`src/rtl/prog_counter_pkg.sv`:
```
// Shared types for the programmable counter: counting modes and one-shot FSM states.
package prog_counter_pkg;

    // Encoding 2'b11 has no name of its own and behaves as MODE_WRAP.
    typedef enum logic [1:0] {
        MODE_WRAP    = 2'b00,
        MODE_SAT     = 2'b01,
        MODE_ONESHOT = 2'b10
    } mode_e;

    typedef enum logic [1:0] {
        ST_IDLE = 2'b00,
        ST_RUN  = 2'b01,
        ST_DONE = 2'b10
    } state_e;

endpackage

```
`src/rtl/prog_counter_next.sv`:
```
// Combinational next-value generator for prog_counter.
// Computes count +/- step in WIDTH+1 bits so a step past MAX_VAL is always
// caught. The count either wraps modulo MAX_VAL+1 or clamps at the terminal
// value. at_terminal is raised when the step starts from the terminal value,
// and in the clamping modes also when the step is cut short by the clamp.
module prog_counter_next
    import prog_counter_pkg::*;
#(
    parameter int WIDTH   = 8,
    parameter int MAX_VAL = 2**WIDTH - 1
) (
    input  logic [WIDTH-1:0] count,
    input  logic             dir,
    input  mode_e            mode,
    input  logic [WIDTH-1:0] step,
    output logic [WIDTH-1:0] next_count,
    output logic             at_terminal
);

    localparam int XW = WIDTH + 1;
    localparam logic [XW-1:0]    MAX_X = XW'(MAX_VAL);
    localparam logic [XW-1:0]    MOD_X = MAX_X + 1'b1;
    localparam logic [WIDTH-1:0] MAX_W = WIDTH'(MAX_VAL);

    logic [XW-1:0] count_x;
    logic [XW-1:0] step_x;
    logic [XW-1:0] sum_x;
    logic [XW-1:0] diff_x;
    logic [XW-1:0] rem_x;
    logic          clamp;

    assign count_x = {1'b0, count};
    assign step_x  = {1'b0, step};
    assign clamp   = (mode == MODE_SAT) || (mode == MODE_ONESHOT);

    // Next count and terminal detection for one enabled step.
    always_comb begin
        // NOTE: every output gets a default first so no path leaves it unassigned (no latch).
        next_count  = count;
        at_terminal = 1'b0;
        sum_x       = '0;
        diff_x      = '0;
        rem_x       = '0;
        if (dir) begin
            sum_x       = count_x + step_x;
            at_terminal = (count == MAX_W);
            if (sum_x > MAX_X) begin
                if (clamp) begin
                    next_count  = MAX_W;
                    at_terminal = 1'b1;
                end else begin
                    rem_x      = sum_x % MOD_X;
                    next_count = rem_x[WIDTH-1:0];
                end
            end else begin
                next_count = sum_x[WIDTH-1:0];
            end
        end else begin
            at_terminal = (count == '0);
            if (step_x > count_x) begin
                if (clamp) begin
                    next_count  = '0;
                    at_terminal = 1'b1;
                end else begin
                    diff_x = step_x - count_x;
                    rem_x  = diff_x % MOD_X;
                    sum_x  = MOD_X - rem_x;
                    next_count = (rem_x == '0) ? '0 : sum_x[WIDTH-1:0];
                end
            end else begin
                diff_x     = count_x - step_x;
                next_count = diff_x[WIDTH-1:0];
            end
        end
    end

endmodule

```
`src/rtl/prog_counter.sv`:
```
// Programmable up/down counter with clear, load, modulo limit and
// wrap / saturate / one-shot modes. Every output is a register.
// Optional feature macro: PROG_COUNTER_STEP_EN adds a 'step' input that sets
// the step size. Without it, the counter always steps by 1.
module prog_counter
    import prog_counter_pkg::*;
#(
    parameter int WIDTH     = 8,
    parameter int MAX_VAL   = 2**WIDTH - 1,
    parameter int RESET_VAL = 0
) (
    input  logic             clk,
    input  logic             rst_n,
    input  logic             en,
    input  logic             clr,
    input  logic             load,
    input  logic [WIDTH-1:0] load_val,
    input  logic             dir,
    input  mode_e            mode,
    input  logic             start,
`ifdef PROG_COUNTER_STEP_EN
    input  logic [WIDTH-1:0] step,
`endif
    output logic [WIDTH-1:0] count,
    output logic             tc,
    output logic             busy,
    output logic             done
);

    localparam logic [WIDTH-1:0] MAX_W   = WIDTH'(MAX_VAL);
    localparam logic [WIDTH-1:0] RESET_W = WIDTH'(RESET_VAL);
    localparam logic [WIDTH:0]   MAX_X   = (WIDTH+1)'(MAX_VAL);

    state_e           state;
    logic [WIDTH-1:0] step_size;
    logic [WIDTH-1:0] next_count;
    logic             at_terminal;
    logic [WIDTH-1:0] load_clamped;
    logic [WIDTH-1:0] restart_val;

`ifdef PROG_COUNTER_STEP_EN
    assign step_size = step;
`else
    assign step_size = WIDTH'(1);
`endif

    // A load value above MAX_VAL is clamped to MAX_VAL.
    assign load_clamped = ({1'b0, load_val} > MAX_X) ? MAX_W : load_val;
    // A one-shot restart begins at the far end from the terminal value.
    assign restart_val  = dir ? '0 : MAX_W;

    prog_counter_next #(
        .WIDTH   (WIDTH),
        .MAX_VAL (MAX_VAL)
    ) u_next (
        .count       (count),
        .dir         (dir),
        .mode        (mode),
        .step        (step_size),
        .next_count  (next_count),
        .at_terminal (at_terminal)
    );

    // Priority: reset > clr > load > start > en. Holds the one-shot FSM and the registered outputs.
    always_ff @(posedge clk) begin
        // NOTE: sequential state uses non-blocking assignments only, so all registers update together.
        if (!rst_n) begin
            count <= RESET_W;
            tc    <= 1'b0;
            busy  <= 1'b0;
            done  <= 1'b0;
            state <= ST_IDLE;
        end else begin
            tc <= 1'b0;
            if (clr) begin
                count <= RESET_W;
                state <= ST_IDLE;
                busy  <= 1'b0;
                done  <= 1'b0;
            end else if (load) begin
                count <= load_clamped;
                state <= ST_IDLE;
                busy  <= 1'b0;
                done  <= 1'b0;
            end else if (mode != MODE_ONESHOT) begin
                state <= ST_IDLE;
                busy  <= 1'b0;
                done  <= 1'b0;
                if (en) begin
                    count <= next_count;
                    tc    <= at_terminal;
                end
            end else begin
                case (state)
                    ST_IDLE: begin
                        if (start) begin
                            state <= ST_RUN;
                            busy  <= 1'b1;
                        end
                    end
                    ST_RUN: begin
                        if (start) begin
                            count <= restart_val;
                        end else if (en) begin
                            count <= next_count;
                            tc    <= at_terminal;
                            if (at_terminal) begin
                                state <= ST_DONE;
                                busy  <= 1'b0;
                                done  <= 1'b1;
                            end
                        end
                    end
                    ST_DONE: begin
                        if (start) begin
                            count <= restart_val;
                            state <= ST_RUN;
                            busy  <= 1'b1;
                            done  <= 1'b0;
                        end
                    end
                    default: begin
                        state <= ST_IDLE;
                        busy  <= 1'b0;
                        done  <= 1'b0;
                    end
                endcase
            end
        end
    end

endmodule

```
`config.mk`:
```
export PLATFORM = sky130hd
export DESIGN_NAME = prog_counter
export DESIGN_NICKNAME = d
export VERILOG_FILES = /design/src/rtl/prog_counter_pkg.sv /design/src/rtl/prog_counter_next.sv /design/src/rtl/prog_counter.sv
export SDC_FILE = /design/constraint.sdc
export NUM_CORES = 1
export LEC_CHECK = 0
export ABC_AREA = 1
export ABC_CLOCK_PERIOD_IN_PS = 2350
export BUFFER_PORTS_ARGS = -buffer_cell sky130_fd_sc_hd__clkbuf_2
export CAP_MARGIN = 15
export CORE_AREA = 2 2 52 103
export CTS_CLUSTER_DIAMETER = 60
export CTS_CLUSTER_SIZE = 14
export DETAILED_ROUTE_END_ITERATION = 8
export DIE_AREA = 0 0 54 105
export GPL_ROUTABILITY_DRIVEN = 1
export PLACE_DENSITY = 0.73
export SETUP_SLACK_MARGIN = 0.4
export SYNTH_ARGS = -nofsm -noshare
export SYNTH_HDL_FRONTEND = slang
export SYNTH_HIERARCHICAL = 1
export SYNTH_SLANG_ARGS = --single-unit
```
`constraint.sdc`:
```
create_clock -name clk -period 2.35 [get_ports clk]
set_input_delay 0.1175 -clock clk [delete_from_list [all_inputs] [get_ports clk]]
set_output_delay 0.1175 -clock clk [all_outputs]
set_load 0.05 [all_outputs]
```
==> reports/qor.yml <==
drt:
  vias_per_cell: 5.25
  drt.antenna.violating_nets: 0
  post_drt_wl_per_cell_um: 14.2
  drt-total-wl_mm: 8.33
  vias: 3084
  dr.first_iter.drc_count: 101
  drc: 0
  firstDrtPassIters: 4
run_status:
  status: "complete, but fails checks"
  violations: "negative setup slack"
critical_path:
  cp_max_fo: 3
  r2r_slack_ps: -120
  slowest_delay_ps: 440
  timing_worst_setup_path_type: "reg2reg"
  startpoint_type: "flop"
  path_common_cell: "nand2_1"
  end_kind: "flop"
  critPathTopFamily: "simple AND/OR/NAND/NOR gates"
  worst-path-buf-inv: 4
  crit_arrival_ps: 2600
  critPathRequiredTime_ps: 2480
  path_cells: "inv_4, fa_2, inv_2, ha_4, inv_4, nor2_4, nand3_4, nor2_4, nand2_4, nor2_4, nor2_2, o21bai_1, o21ai_1, inv_1, nand2_1, nand2_1, nand2_1, nand2_1, nand2_1, nand2_1, a21oi_2"
  cp_slowest_cell: "fa_2"
global_routing:
  grt_pass1_wl_mm: 13.4
  grt_pass1_vias: 3046
  antenna_found_initial: 0
  grt_max_degree: 16
  grt.total_usage_pct: 31.6
  overflow: 0
sta:
  fmax_ghz: 0.405
  post-route-min-period_ps: 2470
  setup_ws_ps: -119
  fin_crit_sh_pct: 105
  rsz0062_at_grt: "yes"
  tns_ps: -520
  slew_violations: 0
  holdWs_ps: 119
  skew_ps: 2.50
  finalHoldViolations: 0
  finalSetupViolations: 8
placed_design:
  dp.cells: 569
  dp_hpwl_mm: 6.50
  portBuffers: 27
  place_congestion: 0.955
  placed_area_mm2: 0.00315
cts:
  cts.path.max_buffers: 2
  root_buffer: "clkbuf_8"
  insertion_delay_ps: 250
  htreeDepth: 1
  cts_hold_buffers: 0
  cts.sinks: 12
  cts_tree: "built"
  cts_made_buffers: 3
  clkTransAtPathRegs_ps: 60
logic_synthesis:
  syn_area_per_cell_um2: 5.86
  yosysWarnings: 6
  synth_area_mm2: 0.00248
  synth_flop_cell: "dfxtp_1"
  seq_area_frac_synth_pct: 9.67
  async_reset_ff_share_pct: 0
  synth_edf_count: 0
  ys_ff_latch: 12
  ys_types: 36
  synthCells: 424
floorplan:
  io_pins: 28
  core-area_mm2: 0.00486
  dieArea_mm2: 0.00567
  start_util_pct: 51.1
  fp.dieH_um: 105
  fp.dieW_um: 54
  num_rows: 36
layout:
  diodes: 0
  mostFrequentLayoutCell: "nand2_1"
  stdcell_area_mm2: 0.00357
  syn2layout_area_growth_pct: 43.6
  final_cells: 587
  fin_util_pct: 73.4
  drive_gt1_share_pct: 37.5
  final_cell_mix: "nand2_1, buf_4, inv_1"
  nets: 579
pwr:
  leakage_nw: 1.91
  ir_drop_v: 0.000341
  power_density_mw_per_mm2: 371
hold_path:
  hp-class: "in2reg"
run:
  maxCapViolations: 0
cell usage after synthesis, types with 2 or more instances:
| library cell | count | share of area, % |
|---|---|---|
| nand2_1 | 130 | 20 |
| inv_1 | 68 | 10 |
| a21oi_1 | 40 | 8.1 |
| ha_1 | 28 | 14 |
| nor2_1 | 28 | 4.2 |
| nand3_1 | 20 | 4.0 |
| dfxtp_1 | 12 | 9.7 |
| xor2_1 | 12 | 4.2 |
| nand2_2 | 10 | 2.5 |
| inv_2 | 8 | 1.2 |
| nand4_1 | 8 | 2.0 |
| o21ai_0 | 7 | 1.4 |
| nor2_2 | 5 | 1.3 |
| o21ai_1 | 5 | 1.0 |
| buf_4 | 4 | 1.2 |
| nand2_4 | 4 | 1.8 |
| nand3_2 | 4 | 1.6 |
| fa_1 | 3 | 2.4 |
| nor2_4 | 3 | 1.4 |
| nor4_1 | 3 | 0.76 |
| xnor2_1 | 3 | 1.1 |
| buf_6 | 2 | 0.91 |
| conb_1 | 2 | 0.30 |
| nor3_2 | 2 | 0.81 |
| o21bai_1 | 2 | 0.60 |
logic make-up (layout without fill, tap and decap cells):
logic type / Yosys count / after routing / synth area share, %
AND/OR/NAND/NOR: 219 / 219 / 41.0
buffers and inverters: 85 / 167 / 14.2
AO/OA/AOI/OAI: 60 / 60 / 13.0
adder cells (fa/ha/maj): 31 / 31 / 16.5
XOR/XNOR: 15 / 15 / 5.29
flip-flops: 12 / 12 / 9.67
other: 2 / 26 / 0.302
worst paths after layout:
check	from	end	cells past startpoint
setup reg to reg	count[1]	count[0]	21
hold reg to reg	done	done	2
setup / recovery	count[1]	count[0]	21
hold / removal	clr	count[7]	4
layout make-up:
type / count / area, um^2
Multi-Input combinational cell: 351 / 2270
Clock buffer: 4 / 55.1
Fill cell: 392 / 1300
Sequential cell: 12 / 270
Tap cell: 57 / 71.3
Inverter: 77 / 307
Timing Repair Buffer: 86 / 593
sequential cells by signal, indices dropped and copies added, names as in the netlist:
name   flops
busy       1
count      8
done       1
state      1
tc         1
per-stage QoR:
stage                     power [mW]  setup WS [ps]
final                           1.33           -119
after global routing            1.42           -355
after CTS                       1.22          -65.1
after detailed placement       0.922          -91.6
after global placement         0.918          -75.1
after floorplan                0.710          -11.3
per-layer routing:
metal / GRT usage, % / wire (um)
met1: 27.8 / 2730
met2: 57.9 / 4550
met3: 4.71 / 334
met4: 23.9 / 712
met5: 0 / 0
worst reg2reg max path, stage by stage, from the launching register on:
cell and delay, ps:
dfxtp_4 350, inv_4 60, fa_2 440, inv_2 90
ha_4 130, inv_4 40, nor2_4 100, nand3_4 90
nor2_4 140, nand2_4 80, nor2_4 130, nor2_2 60
o21bai_1 140, o21ai_1 80, inv_1 50, nand2_1 40
nand2_1 60, nand2_1 40, nand2_1 50, nand2_1 50
nand2_1 70, a21oi_2 50
what timing repair did:
action	4_1_cts	5_1_grt
resized for setup	29	35
pin swaps	21	18
setup buffers	10	4
setup endpoints to repair	12	12
report_power, final:
part	switching [mW]	internal, mW	total (mW)
registers	0.00710	0.209	0.216
clock network	0.0907	0.149	0.239
logic	0.517	0.353	0.871
Power figures use the tool's default switching activity.
